### config.mk
export PLATFORM = sky130hd
export DESIGN_NAME = mdu_ctrl
export DESIGN_NICKNAME = d
export VERILOG_FILES = /design/src/rtl/mdu_pkg.sv /design/src/rtl/mdu_divider.sv /design/src/rtl/mdu_ctrl.sv
export SDC_FILE = /design/constraint.sdc
export NUM_CORES = 2
export LEC_CHECK = 0
export BUFFER_PORTS_ARGS = -buffer_cell sky130_fd_sc_hd__buf_2
export CORE_ASPECT_RATIO = 1.4
export CORE_MARGIN = 2
export CORE_UTILIZATION = 40
export CTS_CLUSTER_DIAMETER = 120
export DETAILED_ROUTE_END_ITERATION = 8
export SLEW_MARGIN = 40
export SYNTH_ARGS = -nofsm -noshare
export SYNTH_HDL_FRONTEND = slang
export SYNTH_HIERARCHICAL = 1
export SYNTH_SLANG_ARGS = --single-unit
export TNS_END_PERCENT = 50
### constraint.sdc
create_clock -name clk -period 10.6 [get_ports clk]
set_clock_uncertainty 0.2 [all_clocks]
set_input_delay 0 -clock clk [delete_from_list [all_inputs] [get_ports clk]]
set_output_delay 0 -clock clk [all_outputs]
set_load 0.05 [all_outputs]
### src/rtl/mdu_pkg.sv
// Shared definitions for the multiply/divide unit: op encoding, FSM states, divider depth.
package mdu_pkg;

    typedef enum logic [2:0] {
        OpMult  = 3'd0,
        OpMultu = 3'd1,
        OpDiv   = 3'd2,
        OpDivu  = 3'd3,
        OpMthi  = 3'd4,
        OpMtlo  = 3'd5,
        OpMfhi  = 3'd6,
        OpMflo  = 3'd7
    } op_e;

    typedef enum logic [1:0] {
        StIdle = 2'd0,
        StMul  = 2'd1,
        StDiv  = 2'd2,
        StWb   = 2'd3
    } state_e;

    localparam int unsigned DIV_ITERS = 32;

endpackage

### src/rtl/mdu_divider.sv
// Iterative unsigned restoring divider, one quotient bit per cycle.
module mdu_divider
    import mdu_pkg::*;
(
    input  logic        clk,
    input  logic        rst,
    input  logic        start,
    input  logic        abort,
    input  logic [31:0] dividend,
    input  logic [31:0] divisor,
    output logic        done,
    output logic [31:0] quotient,
    output logic [31:0] remainder
);

    localparam logic [4:0] LastIter = 5'(DIV_ITERS - 1);

    logic [31:0] rem_q, rem_d;
    logic [31:0] quo_q, quo_d;
    logic [31:0] dvs_q, dvs_d;
    logic [4:0]  cnt_q, cnt_d;
    logic        run_q, run_d;
    logic [32:0] shifted;
    logic [32:0] diff;

    // Quotient register doubles as the dividend shift register.
    assign shifted = {rem_q, quo_q[31]};
    assign diff    = shifted - {1'b0, dvs_q};

    always_comb begin
        rem_d = rem_q;
        quo_d = quo_q;
        dvs_d = dvs_q;
        cnt_d = cnt_q;
        run_d = run_q;
        if (abort) begin
            run_d = 1'b0;
        end else if (start) begin
            rem_d = '0;
            quo_d = dividend;
            dvs_d = divisor;
            cnt_d = '0;
            run_d = 1'b1;
        end else if (run_q) begin
            if (!diff[32]) begin
                rem_d = diff[31:0];
                quo_d = {quo_q[30:0], 1'b1};
            end else begin
                rem_d = shifted[31:0];
                quo_d = {quo_q[30:0], 1'b0};
            end
            cnt_d = cnt_q + 5'd1;
            if (cnt_q == LastIter) begin
                run_d = 1'b0;
            end
        end
    end

    always_ff @(posedge clk) begin
        if (rst) begin
            rem_q <= '0;
            quo_q <= '0;
            dvs_q <= '0;
            cnt_q <= '0;
            run_q <= 1'b0;
        end else begin
            rem_q <= rem_d;
            quo_q <= quo_d;
            dvs_q <= dvs_d;
            cnt_q <= cnt_d;
            run_q <= run_d;
        end
    end

    assign done      = run_q && (cnt_q == LastIter);
    assign quotient  = quo_q;
    assign remainder = rem_q;

endmodule

### src/rtl/mdu_ctrl.sv
// MDU sequencer: runs MULT/DIV, drives HI/LO block controls, stalls the pipe while busy.
module mdu_ctrl
    import mdu_pkg::*;
#(
    parameter int unsigned MUL_LAT = 2
) (
    input  logic        clk,
    input  logic        rst,
    input  logic        op_valid,
    input  logic [2:0]  op,
    input  logic [31:0] rs_val,
    input  logic [31:0] rt_val,
    input  logic        flush,
    output logic        stall,
    output logic        busy,
    output logic        hilo_en,
    output logic        hilo_write,
    output logic        hilo_toreg,
    output logic        hilo_src,
    output logic [31:0] hilo_in,
    output logic [63:0] mdu_result
);

    localparam logic [3:0] MulLast = 4'(MUL_LAT - 1);

    state_e             state_q, state_d;
    logic [3:0]         mul_cnt_q, mul_cnt_d;
    logic signed [63:0] mul_a_q, mul_b_q;
    logic [63:0]        mul_pipe_q [MUL_LAT];
    logic               is_div_q, neg_quo_q, neg_rem_q, div_zero_q;
    logic [31:0]        rs_q;

    op_e         op_in;
    logic        accept, is_mul_op, is_div_op, signed_op;
    logic [31:0] dividend_mag, divisor_mag;
    logic        div_done;
    logic [31:0] div_quo, div_rem, quo_fix, rem_fix;
    logic [63:0] div_result, wb_result;

    assign op_in     = op_e'(op);
    assign accept    = op_valid && !flush && (state_q == StIdle);
    assign is_mul_op = (op_in == OpMult) || (op_in == OpMultu);
    assign is_div_op = (op_in == OpDiv) || (op_in == OpDivu);
    assign signed_op = (op_in == OpMult) || (op_in == OpDiv);

    assign dividend_mag = (op_in == OpDiv && rs_val[31]) ? -rs_val : rs_val;
    assign divisor_mag  = (op_in == OpDiv && rt_val[31]) ? -rt_val : rt_val;

    mdu_divider u_divider (
        .clk       (clk),
        .rst       (rst),
        .start     (accept && is_div_op),
        .abort     (flush),
        .dividend  (dividend_mag),
        .divisor   (divisor_mag),
        .done      (div_done),
        .quotient  (div_quo),
        .remainder (div_rem)
    );

    always_ff @(posedge clk) begin
        if (rst) begin
            mul_a_q    <= '0;
            mul_b_q    <= '0;
            is_div_q   <= 1'b0;
            neg_quo_q  <= 1'b0;
            neg_rem_q  <= 1'b0;
            div_zero_q <= 1'b0;
            rs_q       <= '0;
        end else if (accept && (is_mul_op || is_div_op)) begin
            mul_a_q    <= {{32{signed_op & rs_val[31]}}, rs_val};
            mul_b_q    <= {{32{signed_op & rt_val[31]}}, rt_val};
            is_div_q   <= is_div_op;
            neg_quo_q  <= (op_in == OpDiv) && (rs_val[31] ^ rt_val[31]);
            neg_rem_q  <= (op_in == OpDiv) && rs_val[31];
            div_zero_q <= (rt_val == 32'd0);
            rs_q       <= rs_val;
        end
    end

    // Free-running pipeline; operands stay latched so the last stage is stable by WB.
    always_ff @(posedge clk) begin
        mul_pipe_q[0] <= mul_a_q * mul_b_q;
        for (int i = 1; i < int'(MUL_LAT); i++) begin
            mul_pipe_q[i] <= mul_pipe_q[i-1];
        end
    end

    assign quo_fix    = neg_quo_q ? -div_quo : div_quo;
    assign rem_fix    = neg_rem_q ? -div_rem : div_rem;
    assign div_result = div_zero_q ? {rs_q, 32'hFFFF_FFFF} : {rem_fix, quo_fix};
    assign wb_result  = is_div_q ? div_result : mul_pipe_q[MUL_LAT-1];

    always_comb begin
        state_d    = state_q;
        mul_cnt_d  = mul_cnt_q;
        hilo_en    = 1'b0;
        hilo_write = 1'b0;
        hilo_toreg = 1'b0;
        hilo_src   = 1'b0;
        hilo_in    = '0;
        mdu_result = '0;
        unique case (state_q)
            StIdle: begin
                if (accept) begin
                    unique case (op_in)
                        OpMult, OpMultu: begin
                            state_d   = StMul;
                            mul_cnt_d = '0;
                        end
                        OpDiv, OpDivu: state_d = StDiv;
                        OpMthi, OpMtlo: begin
                            hilo_en    = 1'b1;
                            hilo_write = 1'b1;
                            hilo_src   = 1'b1;
                            hilo_toreg = (op_in == OpMthi);
                            hilo_in    = rs_val;
                        end
                        OpMfhi, OpMflo: begin
                            hilo_en    = 1'b1;
                            hilo_toreg = (op_in == OpMfhi);
                        end
                        default: ;
                    endcase
                end
            end
            StMul: begin
                if (flush) begin
                    state_d = StIdle;
                end else if (mul_cnt_q == MulLast) begin
                    state_d = StWb;
                end else begin
                    mul_cnt_d = mul_cnt_q + 4'd1;
                end
            end
            StDiv: begin
                if (flush) begin
                    state_d = StIdle;
                end else if (div_done) begin
                    state_d = StWb;
                end
            end
            StWb: begin
                state_d    = StIdle;
                mdu_result = wb_result;
                if (!flush) begin
                    hilo_en    = 1'b1;
                    hilo_write = 1'b1;
                end
            end
            default: state_d = StIdle;
        endcase
    end

    always_ff @(posedge clk) begin
        if (rst) begin
            state_q   <= StIdle;
            mul_cnt_q <= '0;
        end else begin
            state_q   <= state_d;
            mul_cnt_q <= mul_cnt_d;
        end
    end

    assign busy  = (state_q != StIdle);
    assign stall = op_valid && (state_q != StIdle) && !flush;

endmodule

* After elaboration in Yosys (flattened, before gate mapping)
Memory sizes are Yosys's and may differ from the RTL's.
Index checks and enable logic that the tools add are counted.
** Operators by class
- Bitwise gates (word level) :: 4
- Muxes and demuxes :: 44
- Add/subtract/negate cells :: 7
- Equal/unequal tests :: 19
- Reduce and logical (&&, ||, !) cells :: 31
- Multipliers :: 1
** Operators by type and width (count)
- 32-bit two-way mux :: 12
- 64-bit two-way mux :: 3
- 32-bit negation :: 4
- 33-bit by 33-bit multiplier with 64-bit output :: 1
- 33-bit by 32-bit subtractor with 33-bit output :: 1
- 32-bit zero test :: 1
- 4-bit two-way mux :: 4
- 3-bit == test, second input constant :: 4
- 1-bit two-way mux :: 12
- 1-bit logical AND :: 10
- 2-bit two-way mux :: 5
- 5-bit two-way mux :: 2
- 2-bit OR reduction :: 5
- 2-bit case mux with 4 select lines :: 1
- 4-bit case mux with 2 select lines :: 1
- 3-bit by 2-bit == test with 1-bit output, second input constant :: 2
- 2-bit inequality test, second input constant :: 3
- 3-bit inequality test, second input constant :: 2
- 1-bit case mux with 2 select lines :: 3
- 2-bit nonzero test :: 3
- 5-bit by 1-bit adder with 5-bit output, second input constant :: 1
- 5-bit == test, second input constant :: 1
- 5-bit AND reduction :: 1
- 4-bit by 1-bit adder with 4-bit output, second input constant :: 1
- other kinds (17) :: 23
** Word-level totals
- Output and inout bits :: 102
- RAM bits :: 128
- Logic and storage cells :: 121
- Register bits after elaboration :: 210
- Memories kept :: 1
** Memories
- mul_pipe_q :: depth 2, width 64, read ports 2, clocked after memory_dff 0, write ports 2, line mdu_ctrl.sv:29 : logic [63:0] mul_pipe_q [MUL_LAT];

* Depth between registers and ports, before layout
- Word-level depth :: 6
- Mapped depth :: 30
- Depth with buffers taken out :: 27

* By module
The synthesis kept the hierarchy.
** Modules (own cells, without submodules)
- mdu_ctrl :: instances 1, cells each 5272, area each 47475.5 um^2
- mdu_divider :: instances 1, cells each 722, area each 5916.9 um^2

* Worst setup path before layout
Ideal clock, no wire load.
- Kind :: register to register
- Start :: reg mul_b_q[0]
- End :: mem mul_pipe_q[0][63]
- Library setup time :: 127 ps
- Stages on the path, launching flop included :: 25
- Clock period less this slack :: 7958 ps
- Arrival time :: 7631 ps
- Setup slack :: 2642 ps
- Data required time :: 10273 ps
- Cells stage by stage :: dfxtp_1 -> clkbuf_1 -> nand2_1 -> inv_1 -> fa_1 -> fa_1 -> fa_1 -> inv_1 -> fa_1 -> inv_1 -> fa_1 -> fa_1 -> fa_1 -> inv_1 -> fa_1 -> inv_1 -> ha_1 -> a21o_1 -> a21o_1 -> a2111o_1 -> nor3_1 -> nor3_1 -> a221oi_1 -> o41ai_1 -> xnor2_1
** RTL lines
- from (decl) :: line mdu_ctrl.sv:28 : logic signed [63:0] mul_a_q, mul_b_q;
- from (signal assigned) :: line mdu_ctrl.sv:72 : mul_b_q <= {{32{signed_op & rt_val[31]}}, rt_val};
- to (decl) :: line mdu_ctrl.sv:29

==> metrics.txt <==
die area=136,500 um2; Max H-tree Level=2; CP required=10,850 ps; FF+latch count, synth=306; most frequent cell after synthesis=inv_1; Hold WS=27.26 ps; first-pass GRT wire length=274,300 um; setup slack after placement=1652 ps; routed vias/inst=5.309; vias in the first global route=44,560; Max VDD drop=0.0001009 V; Core Region=132,500 um2; Hold Path Depth=6; delay-heaviest family, CP=adder cells; share of layout cells above drive strength 1=6.409%; crit share post-route=84.93%; top cells by area, synth=fa_1 42%, dfxtp_1 11%, inv_1 8.0%, and2_1 6.8%, nand2_1 6.2%; status=completed; Die Span Y=436.3 um; post-synthesis sequential area ratio=11.47%; GP Congestion=0.9771; PD cells=66.68 nW/um2; worst path buffer plus inverter count=7; Post-Route Setup TNS=0 ps; CTS tree=built; R2R depth=27; n_diodes=0; endpoints failing hold=0; Overflow after GRT=0; element type at the critical path start=flop; Resize count post-CTS=0; total track usage=26.84%; WP data arrival=9260 ps; number of synthesized flops with an enable pin=0; worst min-delay path category=primary input to flop; CP endpoint kind=flop; unrepaired setup endpoints after global routing=false; CTS root buf=clkbuf_16; final setup margin=1597 ps; crit-path max cell delay=640 ps; drt total wl=182,600 um; critical path class=flop to flop; RR Endpoint=mul_pipe_q[0][56]; Int Pwr=2.415 mW; Sw Pwr=1.470 mW; Port Buffers=172; Worst Path Max Fanout=23; post-synth top area share=42.22%; DR pass1 iterations=5; Max-cap violations=0; CTS buffer count=35; Endpoint, Worst Hold=neg_rem_q; FF-to-FF Start=mul_b_q[12]; slew margin rel.=37.89%; CTS clk-pin slew, worst paths=70 ps; Max Fclk=111.1 MHz; largest area contributor in the netlist=fa_1; Worst Tran Pin Value=930.4 ps; DR iter-0 viols=2,848; drt wl/cell=23.28 um; top-level port count=173; drc violations=0; ANT nets after route=0; Logic pwr share=30.0%; Setup violations, final=0; post-DP HPWL=146,700 um; Critical Path Most Common Cell=fa_1; Yosys cell types=77; Clk network pwr share=34.7%; Async S/R FF share, synth=0%; Initial Util=40.31%; R2R Setup Slk=1600 ps; Syn Nets=7,447; die width=312.8 um; YS warnings=6; Clock Latency Late Sink=600 ps; Seq pwr share=35.3%; CTS sink count=306; Lkg Pwr=28.76 nW; Syn Inst Count=5,994; Slew Viols, Final=0; top_reg_cell synth=dfxtp_1; antenna violations before repair=8; pin count of the biggest net entering global routing=73; Post-synth top cells=1,139 x inv_1, 1,126 x fa_1, 879 x nand2_1; Clock Path Buffers=3; Rows=158; Switching Share=37.83%; min Tclk post-route=9003 ps; syn_area_per_cell=8.908 um2; Min-Delay Startpoint=op_valid; routed vias=41,650; Mapped Area=53,390 um2; Worst path slowest cell=fa_1; Area Growth Syn to Fin=9.114%; final net count=7,511
cells in the final DEF, fill, tap and decap left out, types with 6 or more instances in the layout:
| cell | count |
|---|---|
| or4_1 | 11 |
| and2_1 | 581 |
| clkbuf_8 | 7 |
| dfxtp_4 | 9 |
| nand2b_1 | 22 |
| a21oi_1 | 244 |
| o41ai_1 | 17 |
| inv_1 | 1137 |
| o211ai_1 | 10 |
| o21ai_1 | 13 |
| buf_4 | 90 |
| dfxtp_2 | 18 |
| nor3_1 | 35 |
| o31ai_1 | 28 |
| nand2_1 | 878 |
| a21boi_0 | 6 |
| xnor2_1 | 115 |
| nor2b_1 | 38 |
| buf_2 | 171 |
| ha_1 | 256 |
| o21bai_1 | 14 |
| nor4_1 | 11 |
| a21o_1 | 44 |
| mux2i_1 | 93 |
| a31oi_1 | 17 |
| dfxtp_1 | 279 |
| a211oi_1 | 53 |
| dlygate4sd3_1 | 93 |
| clkbuf_16 | 35 |
| fa_1 | 1126 |
| nor2_1 | 158 |
| nand3_1 | 25 |
| or3_1 | 9 |
| nand4_1 | 18 |
| xor2_1 | 110 |
| o21ai_0 | 165 |
| and3_1 | 15 |
| o21a_1 | 15 |
sequential cells by signal, indices dropped and copies added, names as in the netlist:
| name | flops |
|---|---|
| mul_pipe_q | 128 |
| mul_a_q | 33 |
| mul_b_q | 33 |
| u_divider/dvs_q | 32 |
| u_divider/quotient | 32 |
| u_divider/remainder | 32 |
| u_divider/cnt_q | 5 |
| mul_cnt_q | 4 |
| state_q | 2 |
| div_zero_q | 1 |
| is_div_q | 1 |
| neg_quo_q | 1 |
| neg_rem_q | 1 |
| u_divider/run_q | 1 |
worst register-to-register path, delay by kind of cell, from the launching register on:
kind / cells / cell delay (ps)
adders and majority gates: 9 / 4560
AOI/OAI and AO/OA: 5 / 1510
and+or+nand+nor: 6 / 1280
buffers and inverters: 7 / 750
DFF: 1 / 620
what timing repair did:
item | in CTS | in global routing
endpoints found under the hold margin | 143 | 0
hold buffers | 93 | 0
buffers inserted | 0 | 0
cells by family after synthesis:
logic type / share of synthesized area [%]
and+or+nand+nor: 16.66
muxes: 1.765
xor gates and xnor gates: 3.742
DFF: 11.47
AOI/OAI and AO/OA: 7.712
buffers and inverters: 10.43
adders and majority gates: 48.22
layer usage:
metal	wire, um	part of all wire (%)	global-route usage (%)	vias to the layer above
li1	-	-	-	18200
met1	65670	36	30.22	21390
met2	94150	52	48.24	1539
met3	8334	4.6	2.149	530
met4	14490	7.9	17.99	0
met5	0	0	0	-
cell type report:
type                            instances  area, um2
Tap cell                             1760       2202
Multi-Input combinational cell       4214      41750
Fill cell                           13080      74190
Clock inverter                         17      261.5
Clock buffer                           47      991.0
Timing Repair Buffer                  362       2595
Sequential cell                       306       6182
Inverter                             1139       4275
power by group through the flow:
| stage | logic, mW | clock network, mW | registers [mW] |
|---|---|---|---|
| 2_1_floorplan | 0.758 | 0 | 1.29 |
| 3_3_place_gp | 1.11 | 0 | 1.39 |
| 6_report | 1.17 | 1.35 | 1.37 |
| 4_1_cts | 1.15 | 1.37 | 1.37 |
| 5_1_grt | 1.25 | 1.41 | 1.38 |
| 3_5_place_dp | 1.12 | 0 | 1.39 |
metrics by stage:
stage	power, mW	area (um2)	utilization (%)	cells
2_1_floorplan	2.049	53390	-	5994
3_3_place_gp	2.506	55970	42.26	7687
3_5_place_dp	2.516	56060	42.32	7688
4_1_cts	3.892	58240	43.97	7845
5_1_grt	4.029	58260	43.98	7845
6_report	3.885	58260	43.98	7845
worst max path at each step:
| stage | from | to | slack, ps | cells after the start |
|---|---|---|---|---|
| 5_1_grt | mul_b_q[8] | mul_pipe_q[0][62] | 1110 | 24 |
| 3_3_place_gp | mul_a_q[17] | mul_pipe_q[0][56] | 1710 | 22 |
| 3_5_place_dp | mul_b_q[6] | mul_pipe_q[0][62] | 1650 | 24 |
| 4_1_cts | mul_b_q[6] | mul_pipe_q[0][62] | 1620 | 24 |
| 2_1_floorplan | mul_b_q[0] | mul_pipe_q[0][63] | 2640 | 24 |
| 6_report | mul_b_q[12] | mul_pipe_q[0][56] | 1600 | 27 |
(Power assumes the default switching activity.)
